==> config.mk <==
export PLATFORM = sky130hd
export DESIGN_NAME = matrix_operand_sequencer_flat
export DESIGN_NICKNAME = d
export VERILOG_FILES = /design/src/rtl/matrix_operand_sequencer_if.sv /design/src/rtl/matrix_operand_sequencer.sv /design/src/flat_wrapper.sv
export SDC_FILE = /design/constraint.sdc
export NUM_CORES = 1
export LEC_CHECK = 0
export ABC_CLOCK_PERIOD_IN_PS = 8700
export BUFFER_PORTS_ARGS = -buffer_cell sky130_fd_sc_hd__buf_2
export CORE_ASPECT_RATIO = 0.9
export CORE_MARGIN = 2
export CORE_UTILIZATION = 61
export CTS_CLUSTER_SIZE = 14
export DETAILED_ROUTE_END_ITERATION = 8
export GPL_ROUTABILITY_DRIVEN = 0
export PLACE_DENSITY = 0.8
export SLEW_MARGIN = 15
export SYNTH_ARGS = -nofsm -noshare
export SYNTH_HDL_FRONTEND = slang
export SYNTH_SLANG_ARGS = --single-unit
==> constraint.sdc <==
create_clock -name clk -period 8.7 [get_ports clk]
set_input_delay 2.175 -clock clk [delete_from_list [all_inputs] [get_ports clk]]
set_output_delay 2.175 -clock clk [all_outputs]
set_load 0.01 [all_outputs]
==> src/rtl/matrix_operand_sequencer_if.sv <==
// Load handshake, MAC operand bus, capture codes and readout control of the
// symmetric matrix operand sequencer. The sequencer is the master.
interface matrix_operand_sequencer_if #(
  parameter int DW = 8
);
  logic [DW-1:0] din;
  logic          din_valid;
  logic          load_rdy;
  logic [DW-1:0] mac1_a;
  logic [DW-1:0] mac1_b;
  logic [DW-1:0] mac2_a;
  logic [DW-1:0] mac2_b;
  logic          mac_en;
  logic          mac_clr;
  logic [1:0]    mac_sel;
  logic [2:0]    input_sel1;
  logic [2:0]    input_sel2;
  logic          output_rdy;
  logic [3:0]    reg_out_sel;
  logic          done;

  modport master (
    input  din, din_valid,
    output load_rdy, mac1_a, mac1_b, mac2_a, mac2_b, mac_en, mac_clr, mac_sel,
           input_sel1, input_sel2, output_rdy, reg_out_sel, done
  );

  modport slave (
    output din, din_valid,
    input  load_rdy, mac1_a, mac1_b, mac2_a, mac2_b, mac_en, mac_clr, mac_sel,
           input_sel1, input_sel2, output_rdy, reg_out_sel, done
  );
endinterface

==> src/rtl/matrix_operand_sequencer.sv <==
// Loads a 4x4 matrix A serially, streams operand pairs for B = A*A^T into two
// MACs, emits output-register capture codes, then sequences the readout of B.
module matrix_operand_sequencer #(
  parameter int DW      = 8,
  parameter int MAC_LAT = 1
) (
  input logic                        clk,
  input logic                        aclr,
  matrix_operand_sequencer_if.master bus
);
  typedef enum logic [1:0] {LOAD, COMPUTE, DRAIN, READOUT} state_t;
  typedef struct packed { logic last; logic [2:0] p; } cap_t;
  typedef struct packed { logic [1:0] i; logic [1:0] j; } pair_t;

  state_t        state, state_nxt;
  logic [3:0]    cnt, cnt_nxt;
  logic [4:0]    step, step_nxt;
  logic [3:0]    rd_idx, rd_nxt;
  logic          en, en_nxt, ordy, ordy_nxt, done, done_nxt;
  logic [DW-1:0] m1a, m1b, m2a, m2b;
  logic [DW-1:0] m1a_nxt, m1b_nxt, m2a_nxt, m2b_nxt;
  logic [DW-1:0] mem [16];
  cap_t          pipe [MAC_LAT];
  cap_t          cap_in, tail;
  pair_t         pr1, pr2;
  logic          accept;

  // MAC1 takes the five off-diagonal pairs it can; MAC2 takes the diagonal plus (1,3).
  function automatic pair_t map1(input logic [2:0] p);
    case (p)
      3'd0:    return {2'd0, 2'd1};
      3'd1:    return {2'd0, 2'd2};
      3'd2:    return {2'd0, 2'd3};
      3'd3:    return {2'd1, 2'd2};
      default: return {2'd2, 2'd3};
    endcase
  endfunction

  function automatic pair_t map2(input logic [2:0] p);
    case (p)
      3'd0:    return {2'd0, 2'd0};
      3'd1:    return {2'd1, 2'd1};
      3'd2:    return {2'd2, 2'd2};
      3'd3:    return {2'd3, 2'd3};
      default: return {2'd1, 2'd3};
    endcase
  endfunction

  assign accept = (state == LOAD) && bus.din_valid;
  assign tail   = pipe[MAC_LAT-1];
  assign cap_in = '{last: en && (step[1:0] == 2'd3), p: step[4:2]};

  always_comb begin
    // NOTE: every signal gets a default first, so no path can infer a latch.
    state_nxt = state;
    cnt_nxt   = cnt;
    step_nxt  = step;
    rd_nxt    = '0;
    en_nxt    = 1'b0;
    ordy_nxt  = 1'b0;
    done_nxt  = 1'b0;
    unique case (state)
      LOAD: if (accept) begin
        cnt_nxt = cnt + 4'd1;
        if (cnt == 4'd15) begin
          state_nxt = COMPUTE;
          step_nxt  = '0;
          en_nxt    = 1'b1;
        end
      end
      COMPUTE: if (step == 5'd19) begin
        state_nxt = DRAIN;
      end else begin
        step_nxt = step + 5'd1;
        en_nxt   = 1'b1;
      end
      DRAIN: if (tail.last && (tail.p == 3'd4)) begin
        state_nxt = READOUT;
        ordy_nxt  = 1'b1;
      end
      READOUT: if (rd_idx == 4'd15) begin
        state_nxt = LOAD;
        done_nxt  = 1'b1;
      end else begin
        ordy_nxt = 1'b1;
        rd_nxt   = rd_idx + 4'd1;
      end
      default: state_nxt = LOAD;
    endcase
    // Operands for the step that will be on the outputs next cycle.
    pr1     = map1(step_nxt[4:2]);
    pr2     = map2(step_nxt[4:2]);
    m1a_nxt = en_nxt ? mem[{pr1.i, step_nxt[1:0]}] : '0;
    m1b_nxt = en_nxt ? mem[{pr1.j, step_nxt[1:0]}] : '0;
    m2a_nxt = en_nxt ? mem[{pr2.i, step_nxt[1:0]}] : '0;
    m2b_nxt = en_nxt ? mem[{pr2.j, step_nxt[1:0]}] : '0;
  end

  // NOTE: clocked state uses non-blocking assignments so all registers update together.
  always_ff @(posedge clk or posedge aclr) begin
    if (aclr) begin
      state  <= LOAD;
      cnt    <= '0;
      step   <= '0;
      rd_idx <= '0;
      en     <= 1'b0;
      ordy   <= 1'b0;
      done   <= 1'b0;
      m1a    <= '0;
      m1b    <= '0;
      m2a    <= '0;
      m2b    <= '0;
    end else begin
      state  <= state_nxt;
      cnt    <= cnt_nxt;
      step   <= step_nxt;
      rd_idx <= rd_nxt;
      en     <= en_nxt;
      ordy   <= ordy_nxt;
      done   <= done_nxt;
      m1a    <= m1a_nxt;
      m1b    <= m1b_nxt;
      m2a    <= m2a_nxt;
      m2b    <= m2b_nxt;
    end
  end

  // NOTE: the element array is reset so an aborted job leaves no stale operands.
  always_ff @(posedge clk or posedge aclr) begin
    if (aclr) begin
      for (int i = 0; i < 16; i++) mem[i] <= '0;
    end else if (accept) begin
      mem[cnt] <= bus.din;
    end
  end

  // Last-term marker travels alongside the MAC latency to time each capture.
  always_ff @(posedge clk or posedge aclr) begin
    if (aclr) begin
      for (int i = 0; i < MAC_LAT; i++) pipe[i] <= '0;
    end else begin
      pipe[0] <= cap_in;
      for (int i = 1; i < MAC_LAT; i++) pipe[i] <= pipe[i-1];
    end
  end

  assign bus.load_rdy    = (state == LOAD);
  assign bus.mac1_a      = m1a;
  assign bus.mac1_b      = m1b;
  assign bus.mac2_a      = m2a;
  assign bus.mac2_b      = m2b;
  assign bus.mac_en      = en;
  assign bus.mac_clr     = en && (step[1:0] == 2'd0);
  assign bus.mac_sel     = en ? 2'b11 : 2'b00;
  assign bus.input_sel1  = tail.last ? tail.p : 3'b111;
  assign bus.input_sel2  = tail.last ? tail.p : 3'b111;
  assign bus.output_rdy  = ordy;
  assign bus.reg_out_sel = rd_idx;
  assign bus.done        = done;
endmodule

==> src/flat_wrapper.sv <==
// flat-port wrapper written by rule: the top's interface ports become plain ports
module matrix_operand_sequencer_flat 
#(
  parameter int DW      = 8,
  parameter int MAC_LAT = 1
)
  (clk, aclr, bus_din, bus_din_valid, bus_load_rdy, bus_mac1_a, bus_mac1_b, bus_mac2_a, bus_mac2_b, bus_mac_en, bus_mac_clr, bus_mac_sel, bus_input_sel1, bus_input_sel2, bus_output_rdy, bus_reg_out_sel, bus_done);
  matrix_operand_sequencer_if #(.DW(DW)) bus_i ();
  input logic clk;
  input logic aclr;
  input wire logic [$bits(bus_i.din)-1:0] bus_din;
  input wire logic [$bits(bus_i.din_valid)-1:0] bus_din_valid;
  output wire logic [$bits(bus_i.load_rdy)-1:0] bus_load_rdy;
  output wire logic [$bits(bus_i.mac1_a)-1:0] bus_mac1_a;
  output wire logic [$bits(bus_i.mac1_b)-1:0] bus_mac1_b;
  output wire logic [$bits(bus_i.mac2_a)-1:0] bus_mac2_a;
  output wire logic [$bits(bus_i.mac2_b)-1:0] bus_mac2_b;
  output wire logic [$bits(bus_i.mac_en)-1:0] bus_mac_en;
  output wire logic [$bits(bus_i.mac_clr)-1:0] bus_mac_clr;
  output wire logic [$bits(bus_i.mac_sel)-1:0] bus_mac_sel;
  output wire logic [$bits(bus_i.input_sel1)-1:0] bus_input_sel1;
  output wire logic [$bits(bus_i.input_sel2)-1:0] bus_input_sel2;
  output wire logic [$bits(bus_i.output_rdy)-1:0] bus_output_rdy;
  output wire logic [$bits(bus_i.reg_out_sel)-1:0] bus_reg_out_sel;
  output wire logic [$bits(bus_i.done)-1:0] bus_done;
  assign bus_i.din = bus_din;
  assign bus_i.din_valid = bus_din_valid;
  assign bus_load_rdy = bus_i.load_rdy;
  assign bus_mac1_a = bus_i.mac1_a;
  assign bus_mac1_b = bus_i.mac1_b;
  assign bus_mac2_a = bus_i.mac2_a;
  assign bus_mac2_b = bus_i.mac2_b;
  assign bus_mac_en = bus_i.mac_en;
  assign bus_mac_clr = bus_i.mac_clr;
  assign bus_mac_sel = bus_i.mac_sel;
  assign bus_input_sel1 = bus_i.input_sel1;
  assign bus_input_sel2 = bus_i.input_sel2;
  assign bus_output_rdy = bus_i.output_rdy;
  assign bus_reg_out_sel = bus_i.reg_out_sel;
  assign bus_done = bus_i.done;
  matrix_operand_sequencer #(.DW(DW), .MAC_LAT(MAC_LAT)) u_core (.clk(clk), .aclr(aclr), .bus(bus_i));
endmodule
==> run summary <==
* mapped cell area: 0.00919 sq mm
* die boundary height: 120 microns
* nature of the critical path endpoint: register
* leakage power figure: 5.05 nW
* detailed-routing iteration count for the pre-antenna-repair pass: 5
* critical path class: input pin to register
* port bufs: 59
* area share of the largest cell type after synthesis: 49.6%
* final period demand of the worst path: 4.85 ns
* antenna violations before repair: 0
* primary flip-flop cell chosen by synthesis mapping: sky130_fd_sc_hd__dfrtp_1
* top cells by area, synth: sky130_fd_sc_hd__dfrtp_1, sky130_fd_sc_hd__mux2_2, sky130_fd_sc_hd__mux2i_1
* final setup violation count: 0
* iteration-0 DRC count of the detailed router: 500
* worst ir drop on vdd: 213 uV
* TritonCTS clock tree: done
* core footprint: 0.0147 sq mm
* maximum buffer depth of the clock tree: 2
* flop and latch count out of synthesis: 182
* number of warnings reported in the yosys synthesis log: 0
* Critical Path Slowest Stage Cell: sky130_fd_sc_hd__a22oi_1
* fmax: 0.206 GHz
* HP Class: register to register
* horizontal die dimension: 133 microns
* GR Overflow Total: 0
* synthesized netlist net count: 745
* floorplan die area: 0.0161 sq mm
* sum of routed wire segments on met1: 9.30 mm
* CTS root buf: sky130_fd_sc_hd__clkbuf_16
* clk sinks: 182
* clock insertion delay at the later pin of the skew report: 0.43 ns
* Final Hold Vio Count: 0
* run status: finished, final reports clean
* routed length per placed instance: 22.9 microns
* largest net degree at the start of global routing: 96
* Post-Place Setup Slack: 3.55 ns
* Post-Synthesis Cells: 721
* cell with the most instances after synthesis: sky130_fd_sc_hd__dfrtp_1
* most used standard cells in the synthesized netlist: sky130_fd_sc_hd__dfrtp_1, sky130_fd_sc_hd__mux2_2, sky130_fd_sc_hd__mux2i_1, sky130_fd_sc_hd__nand2_1, sky130_fd_sc_hd__clkbuf_1
* clock transition time at the flip-flop clock pins of the worst setup and hold paths: 0.06 ns
* number of routed nets with antenna violations: 0
* Setup crit start kind: input pin
* I/O Pins: 60
* required arrival time at the worst endpoint: 9.01 ns
* Cell Rows: 42
* starting utilization of the core area: 62.4%
* worst-margin pin slew: 1.15 ns
* dominant cell type by area after synthesis: sky130_fd_sc_hd__dfrtp_1
* worst hold margin: 0.501 ns
* share of synthesized area occupied by flip-flops and latches: 49.6%
* asr flop ratio synth: 100%
* Layout Nets: 786
* DP Wirelength: 14.9 mm
* Avg Cell Area, Syn: 12.7 sq um
* cell family with the largest share of critical-path delay: simple AND/OR/NAND/NOR gates
* wire length of the first global-routing pass: 34.7 mm
* cells along the critical path: buf_2 > and4_1 > a22oi_1 > a22oi_1 > nand2_1 > nand2_1 > o22ai_1 > nor3_1
* Area Growth Syn to Fin: 9.91%
* number of H-tree levels: 4
* via count of the first global-routing pass: 6238
* end-of-flow core utilization: 68.6%
* maximum clock skew at final layout: 0.00657 ns
* sum of routed wire length over all layers: 22.3 mm
* routed wl met2: 10.9 mm
* count of hold-fix buffers inserted at cts: 0
* Bufs and invs on worst path: 1
* final sum of negative setup slack: 0 ns
* Slew HR: 23.1%
* worst-path maximum fanout: 14
* Slew Limit Fails: 0
* share of the cycle needed by the critical path after routing: 55.7%
* global router's overall resource usage: 28.5%
* RSZ-0062 raised after global routing: false
* total via count in the routed design: 6234
* Inserted Clock Buffers: 17
* delay contributed by the slowest stage of the critical path: 0.97 ns
* ANT cells: 0
* data arrival time at the worst-slack endpoint: 5.16 ns
* met3 WL post-DR: 1.57 mm
* topmost layer with routed signal wires: met4
* fraction of final layout cells sized beyond drive strength 1: 33.0%
* number of vias per cell: 6.41
* Resized Gates After CTS: 0
* least setup slack across all paths after layout: 3.85 ns
* number of violations of the max-capacitance limit: 0
* EDFF count, synth: 0
* post-CTS setup-driven buffer insertion count: 0
* number of fillers in the final layout: 1007
* count of unique library cells instantiated by Yosys: 52
* DRC violation count after routing: 0
* pwr/cell area: 428 mW/mm^2
==> state kept, by name (all words and copies together), names as in the netlist, 2 cells and up <==
signal,count
u_core.bus.mac2_b,8
u_core.mem,128
u_core.cnt,4
u_core.bus.reg_out_sel,4
u_core.state,2
u_core.bus.mac1_b,8
u_core.bus.mac1_a,8
u_core.bus.mac2_a,8
u_core.pipe,4
u_core.step,5
==> per-stage QoR <==
step                total power [mW]  instance area, sq um  cells
global route                    4.54                 10100    973
detailed placement              3.53                  9530    941
CTS                             4.29                 10100    973
global placement                3.44                  9530    941
finish                          4.32                 10100    973
floorplan                       3.05                  9190    721
==> worst paths after layout <==
path | start | to | slack, ns | cells after the start
worst max-delay path | bus_din_valid | u_core.bus.mac1_b[5] | 3.85 | 8
worst min-delay path | u_core.bus.reg_out_sel[0] | u_core.bus.reg_out_sel[0] | 0.50 | 1
worst max register to register | u_core.step[0] | u_core.bus.mac1_a[4] | 4.37 | 8
worst min register to register | u_core.bus.reg_out_sel[0] | u_core.bus.reg_out_sel[0] | 0.50 | 1
max in group asynchronous | aclr | u_core.mem[123] | 5.56 | 3
min in group asynchronous | aclr | u_core.mem[72] | 1.91 | 2
==> power breakdown <==
| group | switching, mW | internal (mW) |
|---|---|---|
| registers | 0.232 | 1.16 |
| logic | 1.23 | 0.954 |
| clock network | 0.335 | 0.407 |
| total | 1.80 | 2.53 |
==> cells in the final DEF (no fill, tap or decap), drive strengths merged, types with 5 or more instances in the layout <==
master | synthesis | routed
mux2i | 114 | 114
a21oi | 5 | 5
a211o | 8 | 8
o2bb2ai | 15 | 15
a211oi | 5 | 5
nand2 | 38 | 38
o22ai | 11 | 11
dfrtp | 182 | 182
mux2 | 144 | 144
ha | 13 | 13
and2 | 6 | 6
inv | 14 | 18
nor2 | 14 | 14
a22oi | 17 | 17
xnor2 | 5 | 5
nand3 | 10 | 10
and3 | 11 | 11
clkbuf | 18 | 20
o221ai | 6 | 6
nor3 | 8 | 8
o21ai | 11 | 11
nor2b | 9 | 9
clkinv | 1 | 5
buf | 23 | 63
==> cells by family (layout without fill, tap and decap cells) <==
group	Yosys count	count (layout)	share of synthesized area (%)
adders and majority gates	13	13	1.77
muxes	258	258	30.1
and+or+nand+nor	112	112	6.41
buffers and inverters	56	110	3.38
AOI/OAI and AO/OA	93	93	8.14
xor gates and xnor gates	7	7	0.667
DFF	182	182	49.6
==> metal layers <==
layer / global-route usage (%) / up-vias
met1: 38.8 / 3194
met4: 9.64 / 0
met2: 46.3 / 265
met3: 5.83 / 40
met5: 0 / -
li1: - / 2735
==> area by class of cell <==
class	count	area [sq um]	share of cell area, %
Sequential cell	182	4550	45.1
Multi-Input combinational cell	483	4340	42.9
Clock buffer	20	447	4.42
Timing Repair Buffer	63	329	3.26
Tap cell	198	248	2.45
Clock inverter	12	121	1.20
Inverter	15	63.8	0.632
No activity file was read; power rests on OpenSTA's default activity.
